==> config.mk <==
export PLATFORM = sky130hd
export DESIGN_NAME = running_extrema
export DESIGN_NICKNAME = d
export VERILOG_FILES = /design/src/rtl/running_extrema.sv
export SDC_FILE = /design/constraint.sdc
export NUM_CORES = 1
export LEC_CHECK = 0
export BUFFER_PORTS_ARGS = -buffer_cell sky130_fd_sc_hd__buf_2
export CAP_MARGIN = 20
export CORE_MARGIN = 4
export CORE_UTILIZATION = 56
export DETAILED_ROUTE_END_ITERATION = 10
export PLACE_DENSITY = 0.82
export RECOVER_POWER = 25
export SYNTH_ARGS = -nofsm -noshare
export SYNTH_HDL_FRONTEND = slang
export SYNTH_SLANG_ARGS = --single-unit
==> constraint.sdc <==
create_clock -name clk -period 2.1 [get_ports clk]
set_input_delay 0.105 -clock clk [delete_from_list [all_inputs] [get_ports clk]]
set_output_delay 0.105 -clock clk [all_outputs]
set_load 0.02 [all_outputs]
==> src/rtl/running_extrema.sv <==
`default_nettype none
// =============================================================================
// running_extrema -- streaming signed min/max tracker with first-occurrence
//                    indices and a per-sample compare code against the max.
// Optional feature macro: RUNNING_EXTREMA_FLUSH_EN (adds in_last early flush).
// Revision: 1.0
// =============================================================================
module running_extrema #(
    parameter int WIDTH     = 3,
    parameter int FRAME_LEN = 8,
    localparam int IDXW     = $clog2(FRAME_LEN)
) (
    input  logic             clk,
    input  logic             rst,
    input  logic             in_valid,
    output logic             in_ready,
    input  logic [WIDTH-1:0] in_data,
`ifdef RUNNING_EXTREMA_FLUSH_EN
    input  logic             in_last,
`endif
    output logic             out_valid,
    input  logic             out_ready,
    output logic [WIDTH-1:0] out_max,
    output logic [WIDTH-1:0] out_min,
    output logic [IDXW-1:0]  out_max_idx,
    output logic [IDXW-1:0]  out_min_idx,
    output logic [1:0]       cmp_code
);

    typedef enum logic [1:0] {
        S_FIRST = 2'd0,
        S_ACCUM = 2'd1,
        S_HOLD  = 2'd2
    } state_t;

    localparam logic [1:0]      C_CMP_EQ   = 2'b00;
    localparam logic [1:0]      C_CMP_GT   = 2'b01;
    localparam logic [1:0]      C_CMP_LT   = 2'b10;
    localparam logic [IDXW-1:0] C_LAST_IDX = IDXW'(FRAME_LEN - 1);

    state_t           r_state;
    logic [IDXW-1:0]  r_cnt;
    logic [WIDTH-1:0] r_max;
    logic [WIDTH-1:0] r_min;
    logic [IDXW-1:0]  r_max_idx;
    logic [IDXW-1:0]  r_min_idx;

    logic             w_accept;
    logic             w_end_frame;
    logic [WIDTH-1:0] w_nxt_max;
    logic [WIDTH-1:0] w_nxt_min;
    logic [IDXW-1:0]  w_nxt_max_idx;
    logic [IDXW-1:0]  w_nxt_min_idx;
    logic [1:0]       w_cmp;

    assign in_ready = !rst && (r_state != S_HOLD);
    assign w_accept = in_valid && in_ready;

    // Running extrema after the current sample; strict compares keep the
    // earliest index on ties.
    always_comb begin
        w_nxt_max     = r_max;
        w_nxt_min     = r_min;
        w_nxt_max_idx = r_max_idx;
        w_nxt_min_idx = r_min_idx;
        w_cmp         = C_CMP_EQ;
        if (r_state == S_FIRST) begin
            w_nxt_max     = in_data;
            w_nxt_min     = in_data;
            w_nxt_max_idx = '0;
            w_nxt_min_idx = '0;
        end else begin
            if ($signed(in_data) > $signed(r_max)) begin
                w_nxt_max     = in_data;
                w_nxt_max_idx = r_cnt;
                w_cmp         = C_CMP_GT;
            end else if ($signed(in_data) < $signed(r_max)) begin
                w_cmp         = C_CMP_LT;
            end
            if ($signed(in_data) < $signed(r_min)) begin
                w_nxt_min     = in_data;
                w_nxt_min_idx = r_cnt;
            end
        end
    end

    always_comb begin
        w_end_frame = 1'b0;
        if (r_state == S_FIRST) begin
            w_end_frame = (FRAME_LEN < 2);
        end else if (r_state == S_ACCUM) begin
            w_end_frame = (r_cnt == C_LAST_IDX);
        end
`ifdef RUNNING_EXTREMA_FLUSH_EN
        if (in_last) begin
            w_end_frame = 1'b1;
        end
`endif
    end

    always_ff @(posedge clk) begin
        if (rst) begin
            r_state     <= S_FIRST;
            r_cnt       <= '0;
            r_max       <= '0;
            r_min       <= '0;
            r_max_idx   <= '0;
            r_min_idx   <= '0;
            out_valid   <= 1'b0;
            out_max     <= '0;
            out_min     <= '0;
            out_max_idx <= '0;
            out_min_idx <= '0;
            cmp_code    <= C_CMP_EQ;
        end else begin
            case (r_state)
                S_FIRST, S_ACCUM: begin
                    if (w_accept) begin
                        r_max     <= w_nxt_max;
                        r_min     <= w_nxt_min;
                        r_max_idx <= w_nxt_max_idx;
                        r_min_idx <= w_nxt_min_idx;
                        cmp_code  <= w_cmp;
                        r_cnt     <= r_cnt + IDXW'(1);
                        if (w_end_frame) begin
                            // Publish at the completing accept so out_* only
                            // change between frames.
                            r_state     <= S_HOLD;
                            out_valid   <= 1'b1;
                            out_max     <= w_nxt_max;
                            out_min     <= w_nxt_min;
                            out_max_idx <= w_nxt_max_idx;
                            out_min_idx <= w_nxt_min_idx;
                        end else begin
                            r_state <= S_ACCUM;
                        end
                    end
                end
                S_HOLD: begin
                    if (out_ready) begin
                        out_valid <= 1'b0;
                        r_cnt     <= '0;
                        r_state   <= S_FIRST;
                    end
                end
                default: begin
                    r_state <= S_FIRST;
                end
            endcase
        end
    end

endmodule
`default_nettype wire
==> reports/metrics.cfg <==
[status]
outcome=finished, final reports clean

[global_route]
grt_first_pass_wirelength_mm=6.60
grt_use_total=0.208
overflow=0
grt_max_degree=22
grt_pass1_vias=1430
grt_antenna_before_repair=0

[cts]
cts_tree=built
root_buffer=clkbuf_4
cts_buffer_depth=2
cts_buffers=5
cts_resized=0
postCtsHoldBufs=0
post_cts_buffers=0
clk_latency_ns=0.34
cts.clk_slew.worst_paths_ns=0.09
cts.sinks=32
htreeDepth=2

[logic_synthesis]
netlist.area_leader.share=0.389
synth_edf_count=0
synth_most_common_cell=dfxtp_1
yosysSeqAreaShare=0.389
synthFlopType=dfxtp_1
async_reset_ff_frac=0
synth.area.top_cells=dfxtp_1 (39%), ha_1 (5.3%), nor2_1 (4.3%)
syn-cell-area_um2=1650
syn_inst=180
yosysTopAreaCell=dfxtp_1
ys_warn_count=0
ys_types=49
synth_common_cells=dfxtp_1 (32), nor2_1 (19), nand2_1 (11), o21ai_0 (11), inv_1 (10)
synth.net_count=194
synth-seq-cells=32
synth_area_per_cell_um2=9.14

[placed_design]
pre_cts_ws_ns=0.131
dpl-instance-area_um2=1780
portBuffers=22
place_congestion=0.854
hpwlAfterDp_mm=2.79

[sta]
fmax_mhz=504
relSlewSlack=0.706
tightest_slew_ns=0.442
rsz0062_at_grt=no
post-route-min-period_ns=1.99
finalHoldViolCount=0
fin_skew_ns=0.00455
setup_viol=0
finalWorstSetupSlack_ns=0.115
drv_slew=0
fin_tns_setup_ns=0
fin_crit_sh=0.945
whs_ns=0.0185

[floorplanning]
io_pins=23
die_y_um=62.2
rows=19
dieArea_um2=3870
initial_utilization=0.592
die_x_um=62.2
core_um2=2780

[setup_path]
crit_required_ns=2.34
startpoint_type=flop
r2r_end=out_min[1]
crit_end=out_min[1]
crit_type=flop to flop
setup.worst_path.end_class=flop
reg2reg_from=r_cnt[0]
reg2reg_depth=6
startpoint=r_cnt[0]
cp.arrival_ns=2.23
r2r_slack_ns=0.11
worst-path-max-fanout=6

[routing]
ant_nets=0
via_per_inst=6.17
wl_per_cell_um=16.1
drc=0
dr.pass1.iters=4
vias=1450
wl_mm=3.77
first_iter_violations=123

[cells_and_area]
num_antenna_cells=0
final_cell_area_um2=1830
nets=217
area_delta_synth_final_pct=11.0
drive_gt1_frac=0.172

[pwr]
p_leak_nw=0.698
power_mw=1.20
power.density_nw_per_um2=655
vdd_drop_max_v=0.000493

[min_path]
hp-class=input pin to flop

[flow_run]
drv_cap=0

[per-stage QoR]
stage	util	std cells
6_report	0.656	235
5_1_grt	0.656	235
4_1_cts	0.661	235
3_5_place_dp	0.640	227
3_3_place_gp	0.640	227
2_1_floorplan	-	180
[critical path, stage by stage (launching register included)]
cell	delay, ns
dfxtp_1	0.46
ha_1	0.19
ha_1	0.22
and4b_1	0.26
nand2_1	0.11
or4_1	0.52
o2111a_1	0.14
[metal layers]
metal / GRT usage / vias up / part of all wire
li1: - / 716 / -
met1: 0.273 / 680 / 0.46
met2: 0.313 / 46 / 0.46
met3: 0.0649 / 8 / 0.067
met4: 0.0867 / 0 / 0.015
met5: 0 / - / 0
[cells by family after synthesis]
group	share of synthesized area
simple gates	0.199
xor+xnor	0.00532
buf+inv	0.0586
mux	0.0471
flops	0.389
compound gates	0.247
fa+ha+maj	0.0532
[how the worst min path moves through the flow]
stage | start | end | slack (ns) | depth (start not counted)
floorplan | out_ready | r_cnt[1] | 0.22 | 1
global placement | out_ready | r_cnt[1] | 0.36 | 2
detailed placement | out_ready | r_cnt[1] | 0.37 | 2
CTS | out_ready | r_cnt[1] | 0.006 | 2
global route | out_ready | r_cnt[1] | 0.02 | 2
finish | out_ready | r_cnt[1] | 0.02 | 2
[cell type report]
| cell class | count | area (µm²) |
|---|---|---|
| Tap cell | 31 | 38.8 |
| Fill cell | 236 | 956 |
| Clock buffer | 8 | 58.8 |
| Inverter | 10 | 37.5 |
| Timing Repair Buffer | 28 | 141 |
| Multi-Input combinational cell | 126 | 908 |
| Sequential cell | 32 | 641 |
[cells in the final DEF, fill, tap and decap left out, types with 7 or more instances in the layout]
| cell | instances |
|---|---|
| nor4_1 | 9 |
| clkbuf_1 | 13 |
| buf_2 | 11 |
| nand2_1 | 11 |
| o21ai_0 | 11 |
| nor2_1 | 19 |
| a211oi_1 | 7 |
| ha_1 | 7 |
| dfxtp_1 | 32 |
| inv_1 | 10 |
[registers in the layout, indices dropped and copies added, names as in the netlist]
| name | flops |
|---|---|
| out_max | 3 |
| out_max_idx | 3 |
| out_min | 3 |
| out_min_idx | 3 |
| r_cnt | 3 |
| r_max | 3 |
| r_max_idx | 3 |
| r_min | 3 |
| r_min_idx | 3 |
| cmp_code | 2 |
| r_state | 2 |
| out_valid | 1 |
[power by group]
group | internal, mW | switching, mW | leakage, nW
Sequential | 0.622 | 0.0182 | 0.260
Clock | 0.165 | 0.200 | 0.0326
Combinational | 0.0730 | 0.117 | 0.406
Total | 0.860 | 0.335 | 0.698
No activity file was read; power rests on OpenSTA's default activity.
